File: src/rtl/sdram_ctrl_fsm.sv
// SDRAM control engine: power-up init, full-page bursts ended by BURST TERMINATE,
// and periodic auto-refresh. All command pins and data-path strobes are registered.
module sdram_ctrl_fsm #(
   parameter int BA_W    = 2,
   parameter int ROW_W   = 13,
   parameter int COL_W   = 9,
   parameter int LEN_W   = 10,
   parameter int CAS_LAT = 3,
   parameter int T_INIT  = 20000,
   parameter int T_RP    = 2,
   parameter int T_RFC   = 7,
   parameter int T_MRD   = 2,
   parameter int T_RCD   = 2,
   parameter int T_REF   = 780
) (
   input  logic                          clk_100m,
   input  logic                          rst_n,
   input  logic                          req_valid,
   output logic                          req_ready,
   input  logic                          req_wr,
   input  logic [BA_W+ROW_W+COL_W-1:0]   req_addr,
   input  logic [LEN_W-1:0]              req_len,
   output logic                          init_done,
   output logic                          busy,
   output logic                          wr_beat,
   output logic                          rd_beat,
   output logic                          sdram_cke,
   output logic                          sdram_cs_n,
   output logic                          sdram_ras_n,
   output logic                          sdram_cas_n,
   output logic                          sdram_we_n,
   output logic [BA_W-1:0]               sdram_ba,
   output logic [ROW_W-1:0]              sdram_addr
);

   localparam logic [4:0] CMD_INIT = 5'b01111;
   localparam logic [4:0] CMD_NOP  = 5'b10111;
   localparam logic [4:0] CMD_PRE  = 5'b10010;
   localparam logic [4:0] CMD_AR   = 5'b10001;
   localparam logic [4:0] CMD_MRS  = 5'b10000;
   localparam logic [4:0] CMD_ACT  = 5'b10011;
   localparam logic [4:0] CMD_RD   = 5'b10101;
   localparam logic [4:0] CMD_WR   = 5'b10100;
   localparam logic [4:0] CMD_BST  = 5'b10110;

   localparam int CNT_W = ($clog2(T_INIT + 1) > LEN_W) ? $clog2(T_INIT + 1) : LEN_W;
   localparam int REF_W = $clog2(T_REF + 1);

   localparam logic [ROW_W-1:0] ADDR_A10  = ROW_W'(1) << 10;
   localparam logic [ROW_W-1:0] MODE_WORD = ROW_W'({3'(CAS_LAT), 1'b0, 3'b111});

   typedef enum logic [3:0] {
      S_I_WAIT, S_I_PRE, S_I_AR1, S_I_AR2, S_I_MRS,
      S_IDLE, S_ACT, S_TRCD, S_RW, S_BURST, S_BST, S_PRE, S_TRP, S_AR, S_TRFC
   } state_t;

   state_t              r_state;
   logic [CNT_W-1:0]    r_cnt;
   logic [4:0]          r_cmd;
   logic [BA_W-1:0]     r_ba;
   logic [ROW_W-1:0]    r_addr;
   logic                r_init_done;
   logic                r_busy;
   logic                r_wr_beat;
   logic                r_rd_issue;
   logic [CAS_LAT-1:0]  r_rd_sr;
   logic [REF_W-1:0]    r_ref_cnt;
   logic                r_ref_pend;
   logic                r_wr;
   logic [BA_W-1:0]     r_bank;
   logic [COL_W-1:0]    r_col;
   logic [LEN_W-1:0]    r_len_m1;

   logic                w_ref_expire;
   logic                w_cnt_zero;
   logic [BA_W-1:0]     w_req_ba;
   logic [ROW_W-1:0]    w_req_row;
   logic [COL_W-1:0]    w_req_col;
   logic [LEN_W-1:0]    w_len_m1;
   logic [ROW_W-1:0]    w_col_addr;

   assign w_req_ba   = req_addr[BA_W+ROW_W+COL_W-1 -: BA_W];
   assign w_req_row  = req_addr[ROW_W+COL_W-1 -: ROW_W];
   assign w_req_col  = req_addr[COL_W-1:0];
   // A zero length is served as a single beat.
   assign w_len_m1   = (req_len == '0) ? '0 : req_len - LEN_W'(1);
   assign w_cnt_zero = (r_cnt == '0);
   assign w_ref_expire = r_init_done && (r_ref_cnt == REF_W'(T_REF - 1));

   always_comb begin
      w_col_addr              = '0;
      w_col_addr[COL_W-1:0]   = r_col;
      w_col_addr[10]          = 1'b0;
   end

   // An expiring refresh interval already blocks acceptance in that same cycle.
   assign req_ready = (r_state == S_IDLE) && r_init_done && !r_ref_pend && !w_ref_expire;

   always_ff @(posedge clk_100m) begin
      if (!rst_n) begin
         r_ref_cnt <= '0;
      end else if (r_init_done) begin
         r_ref_cnt <= w_ref_expire ? '0 : r_ref_cnt + REF_W'(1);
      end
   end

   always_ff @(posedge clk_100m) begin
      if (!rst_n) begin
         r_rd_sr <= '0;
      end else begin
         r_rd_sr <= {r_rd_sr[CAS_LAT-2:0], r_rd_issue};
      end
   end

   always_ff @(posedge clk_100m) begin
      if (!rst_n) begin
         r_state     <= S_I_WAIT;
         r_cnt       <= '0;
         r_cmd       <= CMD_INIT;
         r_ba        <= '1;
         r_addr      <= '1;
         r_init_done <= 1'b0;
         r_busy      <= 1'b0;
         r_wr_beat   <= 1'b0;
         r_rd_issue  <= 1'b0;
         r_ref_pend  <= 1'b0;
         r_wr        <= 1'b0;
         r_bank      <= '0;
         r_col       <= '0;
         r_len_m1    <= '0;
      end else begin
         r_cmd      <= CMD_NOP;
         r_wr_beat  <= 1'b0;
         r_rd_issue <= 1'b0;
         r_busy     <= 1'b1;
         case (r_state)
            S_I_WAIT: begin
               r_cmd <= CMD_INIT;
               if (r_cnt == CNT_W'(T_INIT - 1)) begin
                  r_cmd   <= CMD_PRE;
                  r_addr  <= ADDR_A10;
                  r_cnt   <= CNT_W'(T_RP - 1);
                  r_state <= S_I_PRE;
               end else begin
                  r_cnt <= r_cnt + CNT_W'(1);
               end
            end
            S_I_PRE, S_I_AR1: begin
               if (w_cnt_zero) begin
                  r_cmd   <= CMD_AR;
                  r_cnt   <= CNT_W'(T_RFC - 1);
                  r_state <= (r_state == S_I_PRE) ? S_I_AR1 : S_I_AR2;
               end else begin
                  r_cnt <= r_cnt - CNT_W'(1);
               end
            end
            S_I_AR2: begin
               if (w_cnt_zero) begin
                  r_cmd   <= CMD_MRS;
                  r_ba    <= '0;
                  r_addr  <= MODE_WORD;
                  r_cnt   <= CNT_W'(T_MRD - 1);
                  r_state <= S_I_MRS;
               end else begin
                  r_cnt <= r_cnt - CNT_W'(1);
               end
            end
            S_I_MRS: begin
               if (w_cnt_zero) begin
                  r_init_done <= 1'b1;
                  r_busy      <= 1'b0;
                  r_state     <= S_IDLE;
               end else begin
                  r_cnt <= r_cnt - CNT_W'(1);
               end
            end
            S_IDLE: begin
               if (r_ref_pend || w_ref_expire) begin
                  r_cmd   <= CMD_AR;
                  r_cnt   <= CNT_W'(T_RFC - 1);
                  r_state <= S_AR;
               end else if (req_valid) begin
                  r_wr     <= req_wr;
                  r_bank   <= w_req_ba;
                  r_col    <= w_req_col;
                  r_len_m1 <= w_len_m1;
                  r_cmd    <= CMD_ACT;
                  r_ba     <= w_req_ba;
                  r_addr   <= w_req_row;
                  r_cnt    <= CNT_W'(T_RCD - 1);
                  r_state  <= S_ACT;
               end else begin
                  r_busy <= 1'b0;
               end
            end
            S_ACT, S_TRCD: begin
               if (w_cnt_zero) begin
                  r_cmd      <= r_wr ? CMD_WR : CMD_RD;
                  r_ba       <= r_bank;
                  r_addr     <= w_col_addr;
                  r_wr_beat  <= r_wr;
                  r_rd_issue <= !r_wr;
                  r_cnt      <= CNT_W'(r_len_m1);
                  r_state    <= S_RW;
               end else begin
                  r_cnt   <= r_cnt - CNT_W'(1);
                  r_state <= S_TRCD;
               end
            end
            // Full-page mode wraps inside the open row, so no column tracking is needed.
            S_RW, S_BURST: begin
               if (w_cnt_zero) begin
                  r_cmd   <= CMD_BST;
                  r_state <= S_BST;
               end else begin
                  r_wr_beat  <= r_wr;
                  r_rd_issue <= !r_wr;
                  r_cnt      <= r_cnt - CNT_W'(1);
                  r_state    <= S_BURST;
               end
            end
            S_BST: begin
               r_cmd   <= CMD_PRE;
               r_addr  <= ADDR_A10;
               r_cnt   <= CNT_W'(T_RP - 1);
               r_state <= S_PRE;
            end
            S_PRE, S_TRP: begin
               if (!w_cnt_zero) begin
                  r_cnt   <= r_cnt - CNT_W'(1);
                  r_state <= S_TRP;
               end else if (r_ref_pend || w_ref_expire) begin
                  r_cmd   <= CMD_AR;
                  r_cnt   <= CNT_W'(T_RFC - 1);
                  r_state <= S_AR;
               end else begin
                  r_busy  <= 1'b0;
                  r_state <= S_IDLE;
               end
            end
            S_AR, S_TRFC: begin
               if (w_cnt_zero) begin
                  r_ref_pend <= 1'b0;
                  r_busy     <= 1'b0;
                  r_state    <= S_IDLE;
               end else begin
                  r_cnt   <= r_cnt - CNT_W'(1);
                  r_state <= S_TRFC;
               end
            end
            default: begin
               r_cnt   <= '0;
               r_state <= S_I_WAIT;
            end
         endcase
         // A fresh expiry always wins over the clear at the end of tRFC.
         if (w_ref_expire) begin
            r_ref_pend <= 1'b1;
         end
      end
   end

   assign {sdram_cke, sdram_cs_n, sdram_ras_n, sdram_cas_n, sdram_we_n} = r_cmd;
   assign sdram_ba   = r_ba;
   assign sdram_addr = r_addr;
   assign init_done  = r_init_done;
   assign busy       = r_busy;
   assign wr_beat    = r_wr_beat;
   assign rd_beat    = r_rd_sr[CAS_LAT-1];

endmodule
File: config.mk
export PLATFORM = sky130hd
export DESIGN_NAME = sdram_ctrl_fsm
export DESIGN_NICKNAME = d
export VERILOG_FILES = /design/src/rtl/sdram_ctrl_fsm.sv
export SDC_FILE = /design/constraint.sdc
export NUM_CORES = 1
export LEC_CHECK = 0
export CAP_MARGIN = 10
export CORE_ASPECT_RATIO = 1.5
export CORE_UTILIZATION = 55
export DETAILED_ROUTE_END_ITERATION = 6
export HOLD_SLACK_MARGIN = 0.06
export PLACE_DENSITY = 0.8
export SYNTH_ARGS = -nofsm -noshare
export SYNTH_HDL_FRONTEND = slang
export SYNTH_SLANG_ARGS = --single-unit
File: constraint.sdc
create_clock -name clk_100m -period 3.26 [get_ports clk_100m]
set_input_delay 0.652 -clock clk_100m [delete_from_list [all_inputs] [get_ports clk_100m]]
set_output_delay 0.652 -clock clk_100m [all_outputs]
set_load 0.02 [all_outputs]
; ---- Yosys cells after proc, flatten, opt, wreduce, memory -nomap -nowiden
; Cells that the tools add are included.
; W data, S select, Z words.
[classes]
n_addsub = 4
n_eq_ne = 26
muxes = 62
n_bitwise = 1
n_reduce_logical = 29
[ops]
columns = op, n
row1 = $mux W15, 9
row2 = $pmux W15 S8, 1
row3 = $mux W13, 5
row4 = $pmux W13 S5, 1
row5 = $mux W4, 10
row6 = $pmux W4 S10, 1
row7 = $pmux W5 S8, 1
row8 = $eq A4 B4 Y1 const B, 7
row9 = $mux W10, 2
row10 = $mux W3, 6
row11 = $eq A4 B3 Y1 const B, 4
row12 = $ne A2 B2 Y1 const B, 8
row13 = $add A15 B1 Y15 const B, 1
row14 = $eq A15 B15 Y1 const B, 1
row15 = $logic_not A15 Y1, 1
row16 = $mux W1, 15
row17 = $sub A15 B1 Y15 const B, 1
row18 = $mux W2, 6
row19 = $add A10 B1 Y10 const B, 1
row20 = $eq A10 B10 Y1 const B, 1
row21 = $logic_not A10 Y1, 1
row22 = $reduce_and A5 Y1, 2
row23 = $reduce_or A2 Y1, 5
row24 = $sub A10 B1 Y10 const B, 1
row25 = 21 further kinds, 31
[word_totals]
reg_bits = 79
input_bits = 38
out_inout_bits = 25
word_cells = 138

; ---- Logic depth before layout (Yosys ltp)
[logic_depth]
depth_word = 6
ltp_mapped = 11
mapped_depth_nobuf = 8

; ---- Worst setup path after synthesis
; OpenSTA, ideal clock, no wires.
[synth_timing]
path_kind = flip-flop to flip-flop
startpoint = register r_cnt[0]
endpoint = register r_addr[11], in the netlist sdram_addr[11]
t_arrival_ns = 2.268
path_slack_ns = 0.870
path_stages_with_launch = 9
path_buffers = 2
period_less_slack_ns = 2.390
cell_sequence = dfxtp_1 -> ha_1 -> and4_1 -> and4_1 -> nor2_1 -> or4_1 -> buf_2 -> buf_6 -> a221o_1
[synth_via]
elab_chain_len = 3
word_cells_on_any_way = 6
[synth_rtl]
columns = element, line_no
row1 = start: declaration, 58  ; logic [CNT_W-1:0] r_cnt;
row2 = start signal: assignment, 142  ; r_cnt <= CNT_W'(T_RP - 1);
row3 = start signal: assignment, 145  ; r_cnt <= r_cnt + CNT_W'(1);
row4 = start signal: assignment, 151  ; r_cnt <= CNT_W'(T_RFC - 1);
row5 = $eq A15 B15 Y1 or $logic_not A15 Y1 (tied branches), "139, 87"
row6 = $ne A2 B2 Y1 (no source line), -
row7 = $reduce_and A6 Y1 (no source line) (*), -
row8 = end signal: assignment, 189  ; r_addr <= w_req_row;
row9 = end signal: assignment, 200  ; r_addr <= w_col_addr;
row10 = end: declaration, 61  ; logic [ROW_W-1:0] r_addr;
; Mark *: on every way between the ends. The rest lies on a longest branch, timed or not.
; A chain may end at the register's enable or synchronous reset.

; ---- Worst setup path after layout
[layout_timing]
startpoint = register r_ref_cnt[8]
endpoint = output req_ready
[layout_via]
elab_chain_len = 4
[layout_rtl]
columns = element, line_no
row1 = start: declaration, 67  ; logic [REF_W-1:0] r_ref_cnt;
row2 = start signal: assignment, 103  ; r_ref_cnt <= w_ref_expire ? '0 : r_ref_cnt + REF_W'(1);
row3 = $eq A10 B10 Y1, 88  ; assign w_ref_expire = r_init_done && (r_ref_cnt == REF_W'(T_REF - 1));
row4 = $logic_and A1 B1 Y1, 88
row5 = $logic_not A1 Y1, 97  ; assign req_ready = (r_state == S_IDLE) && r_init_done && !r_ref_pend && !w_ref_expire;
row6 = $logic_and A1 B1 Y1, 97
row7 = end: declaration, 19  ; output logic req_ready,
; Every way passes these cells.

==> impl_results.md <==
- Main synth FF type: dfxtp_1
- Hold_buf cts: 0
- Worst slew margin: 0.373
- Fraction of registers with async set/reset: 0
- Placed Instances: 733
- Crit path max fanout: 16
- Initial antenna violation count: 0
- Slew Limit Fails: 0
- CTS tree: done
- H-tree depth: 3
- Drt drc: 0
- Drt via density: approximately 6.3
- PD cells: 649 mW/mm2
- Post-CTS setup buffer count: 0
- Footprint of the multi-input gates: 0.00267 mm2
- ANT nets after route: 0
- Count of different cell masters after synthesis: 65
- Hold Slack: 433 ps
- Vias: ~4700
- Placer Congestion: between 0.9 and 1
- Post-Layout Cell Count: 749
- DPL Wire Length: 9.16 mm
- Largest net degree at the start of global routing: 44
- Synth Instances: 589
- Worst EP arrival: 2350 ps
- Root buffer cell: clkbuf_16
- Commonest cells after routing, fill and taps aside: 81 x nand2_1, 79 x dfxtp_1, 62 x clkdlybuf4s50_1, 56 x a21oi_1, 54 x nor2_1
- DR WL/cell: 17.3 um
- Mapped cell area: 0.00450 mm2
- Post-synth EDFFs: 0
- Layout cells sized above 1: 0.0683
- Finished layout cell area: 0.00553 mm2
- RSZ-0062 raised after global routing: no
- CP Launch Type: register
- Ant diodes: 0
- Starting density of the core: 0.566
- Fin crit period: ~3000 ps
- Clock tree buffer depth: 2
- Core ar.: roughly 0.0080 mm2
- Syn Area/Cell: 7.64 um2
- # rows: 40
- RR Startpoint: r_cnt[7]
- Detailed Route WL: 13.0 mm
- Die Wd: 75.9 um
- Commonest non-fill, non-tap cell in the layout: nand2_1
- R2R depth: 5
- Fin crit share: 0.921
- YS warnings: 0
- Initial DRC count: 321
- Worst r2r dst: sdram_addr[1]
- Final count of hold timing violations: 0
- Num Clock Sinks: just under 80
- Leak pwr: 2.07 nW
- Critical path origin: r_ref_cnt[8]
- First-pass GRT wire length: approximately 21 mm
- #FFs+latches synth: 79
- Req. time, crit path: 2610 ps
- Critical path, cell by cell: nor4bb_1, a41oi_1, buf_4, and3_1, clkdlybuf4s50_1
- Crit path largest cell delay: 530 ps
- Chip Height: roughly 110 um
- TNS Setup: 0 ps
- DIE AREA: between 0.008 and 0.009 mm2
- # fillers: 707
- Synthesized Nets: 632
- Final nets: roughly 680
- Outcome: completed
- Storage cell area: 0.00158 mm2
- Worst skew pair latency: 340 ps
- I/O Pins: 63
- Number of buffers created by CTS: 9
- Seq/Total Area, Yosys: 0.351
- Achievable Freq: 0.333 GHz
- Setup crit end kind: output pin
- Critical path class: reg2out
- GR Overflow Total: 0
- Critical Path End: req_ready
- Post_cts resized: 0
- Worst path slowest cell: clkdlybuf4s50_1
- Setup violators final: 0
- Fin Clk Skew: 5.47 ps
- Max_cap viols: 0
- Worst hold path class: reg2reg
- Area Overhead vs Synth: 22.9%
- Clock Pin Slew Worst Setup and Hold Paths: 60 ps
- IR drop worst, VDD: 0.480 mV
- I/O Buffers: 62
- Flop2flop setup slack: 480 ps
- Number of global-route vias before repair: between 4000 and 5000
- GRT Util Overall: 0.325
- First-pass iteration count of the detailed router: 5
- Worst Tran Pin Value: 932 ps
- Post-Place Cell Area: 0.00521 mm2
-- worst max-delay path, delay by kind of cell (launching register included) --
kind | cells | cell delay (ps)
AOI/OAI and AO/OA | 1 | 200
and+or+nand+nor | 2 | 680
DFF | 1 | 360
buffers and inverters | 2 | 770
-- report_power, final --
part / internal [mW] / total, mW / leakage [nW] / switching [mW]
clock network: 0.656 / 1.06 / 0.147 / 0.409
registers: 1.06 / 1.18 / 0.639 / 0.122
logic: 0.537 / 1.34 / 1.29 / 0.801
total: 2.25 / 3.59 / 2.07 / 1.33
-- per-layer routing --
metal | up-vias | GRT usage | routed length (um)
met5 | - | 0 | 0
met4 | 0 | 0.177 | 541
met3 | 42 | 0.0543 | 722
met2 | 225 | 0.552 | 6730
met1 | 2198 | 0.374 | 4990
li1 | 2241 | - | -
-- Yosys cell counts (10+ instances only) --
library cell  instances  area share
nor3_1               22       0.024
nand4_1              11       0.015
nand3_1              21       0.023
a21oi_1              56       0.062
inv_1                12       0.010
nor2_1               54       0.045
clkbuf_1             27       0.023
o21ai_0              32       0.036
dfxtp_1              79        0.35
nand2_1              81       0.068
and3_1               10       0.014
xor2_1               15       0.029
-- how the worst min path moves through the flow --
stage / startpoint / to / slack [ps] / cells past startpoint
2_1_floorplan: r_rd_issue / r_rd_sr[0] / 410 / 1
3_3_place_gp: r_rd_sr[0] / r_rd_sr[1] / 410 / 1
3_5_place_dp: r_rd_issue / r_rd_sr[0] / 420 / 1
4_1_cts: r_rd_issue / r_rd_sr[0] / 430 / 1
5_1_grt: r_rd_sr[1] / r_rd_sr[2] / 460 / 1
6_report: r_rd_issue / r_rd_sr[0] / 430 / 1
-- cell families (layout without fill, tap and decap cells) --
kind of cell / count (synthesis) / in the layout / share of synthesized area
fa+ha+maj: 5 / 5 / 0.0139
xor+xnor: 24 / 24 / 0.0467
simple gates: 255 / 255 / 0.287
flops: 79 / 79 / 0.351
buf+inv: 58 / 113 / 0.0550
mux: 2 / 2 / 0.00445
compound gates: 166 / 166 / 0.241
-- area by class of cell --
class,count,area share
Multi-Input combinational cell,452,0.483
Sequential cell,79,0.286
Clock inverter,4,0.00950
Timing Repair Buffer,82,0.139
Inverter,15,0.0102
Tap cell,105,0.0238
Clock buffer,12,0.0482
-- registers in the layout (all words and copies together), names as in the netlist, 2 cells and up --
| signal | flops |
|---|---|
| r_bank | 2 |
| sdram_addr | 13 |
| r_col | 9 |
| r_cnt | 15 |
| r_ref_cnt | 10 |
| sdram_ba | 2 |
| r_len_m1 | 10 |
| r_state | 4 |
| r_rd_sr | 3 |
| r_cmd | 5 |
-- metrics by stage --
step	total power, mW	setup slack [ps]	util
after floorplan	2.11	870	-
after global placement	2.48	584	0.655
after detailed placement	2.50	514	0.655
after CTS	3.56	272	0.695
after global routing	3.78	147	0.695
final	3.59	257	0.695
Note: power is estimated with default switching activity, not from simulation.
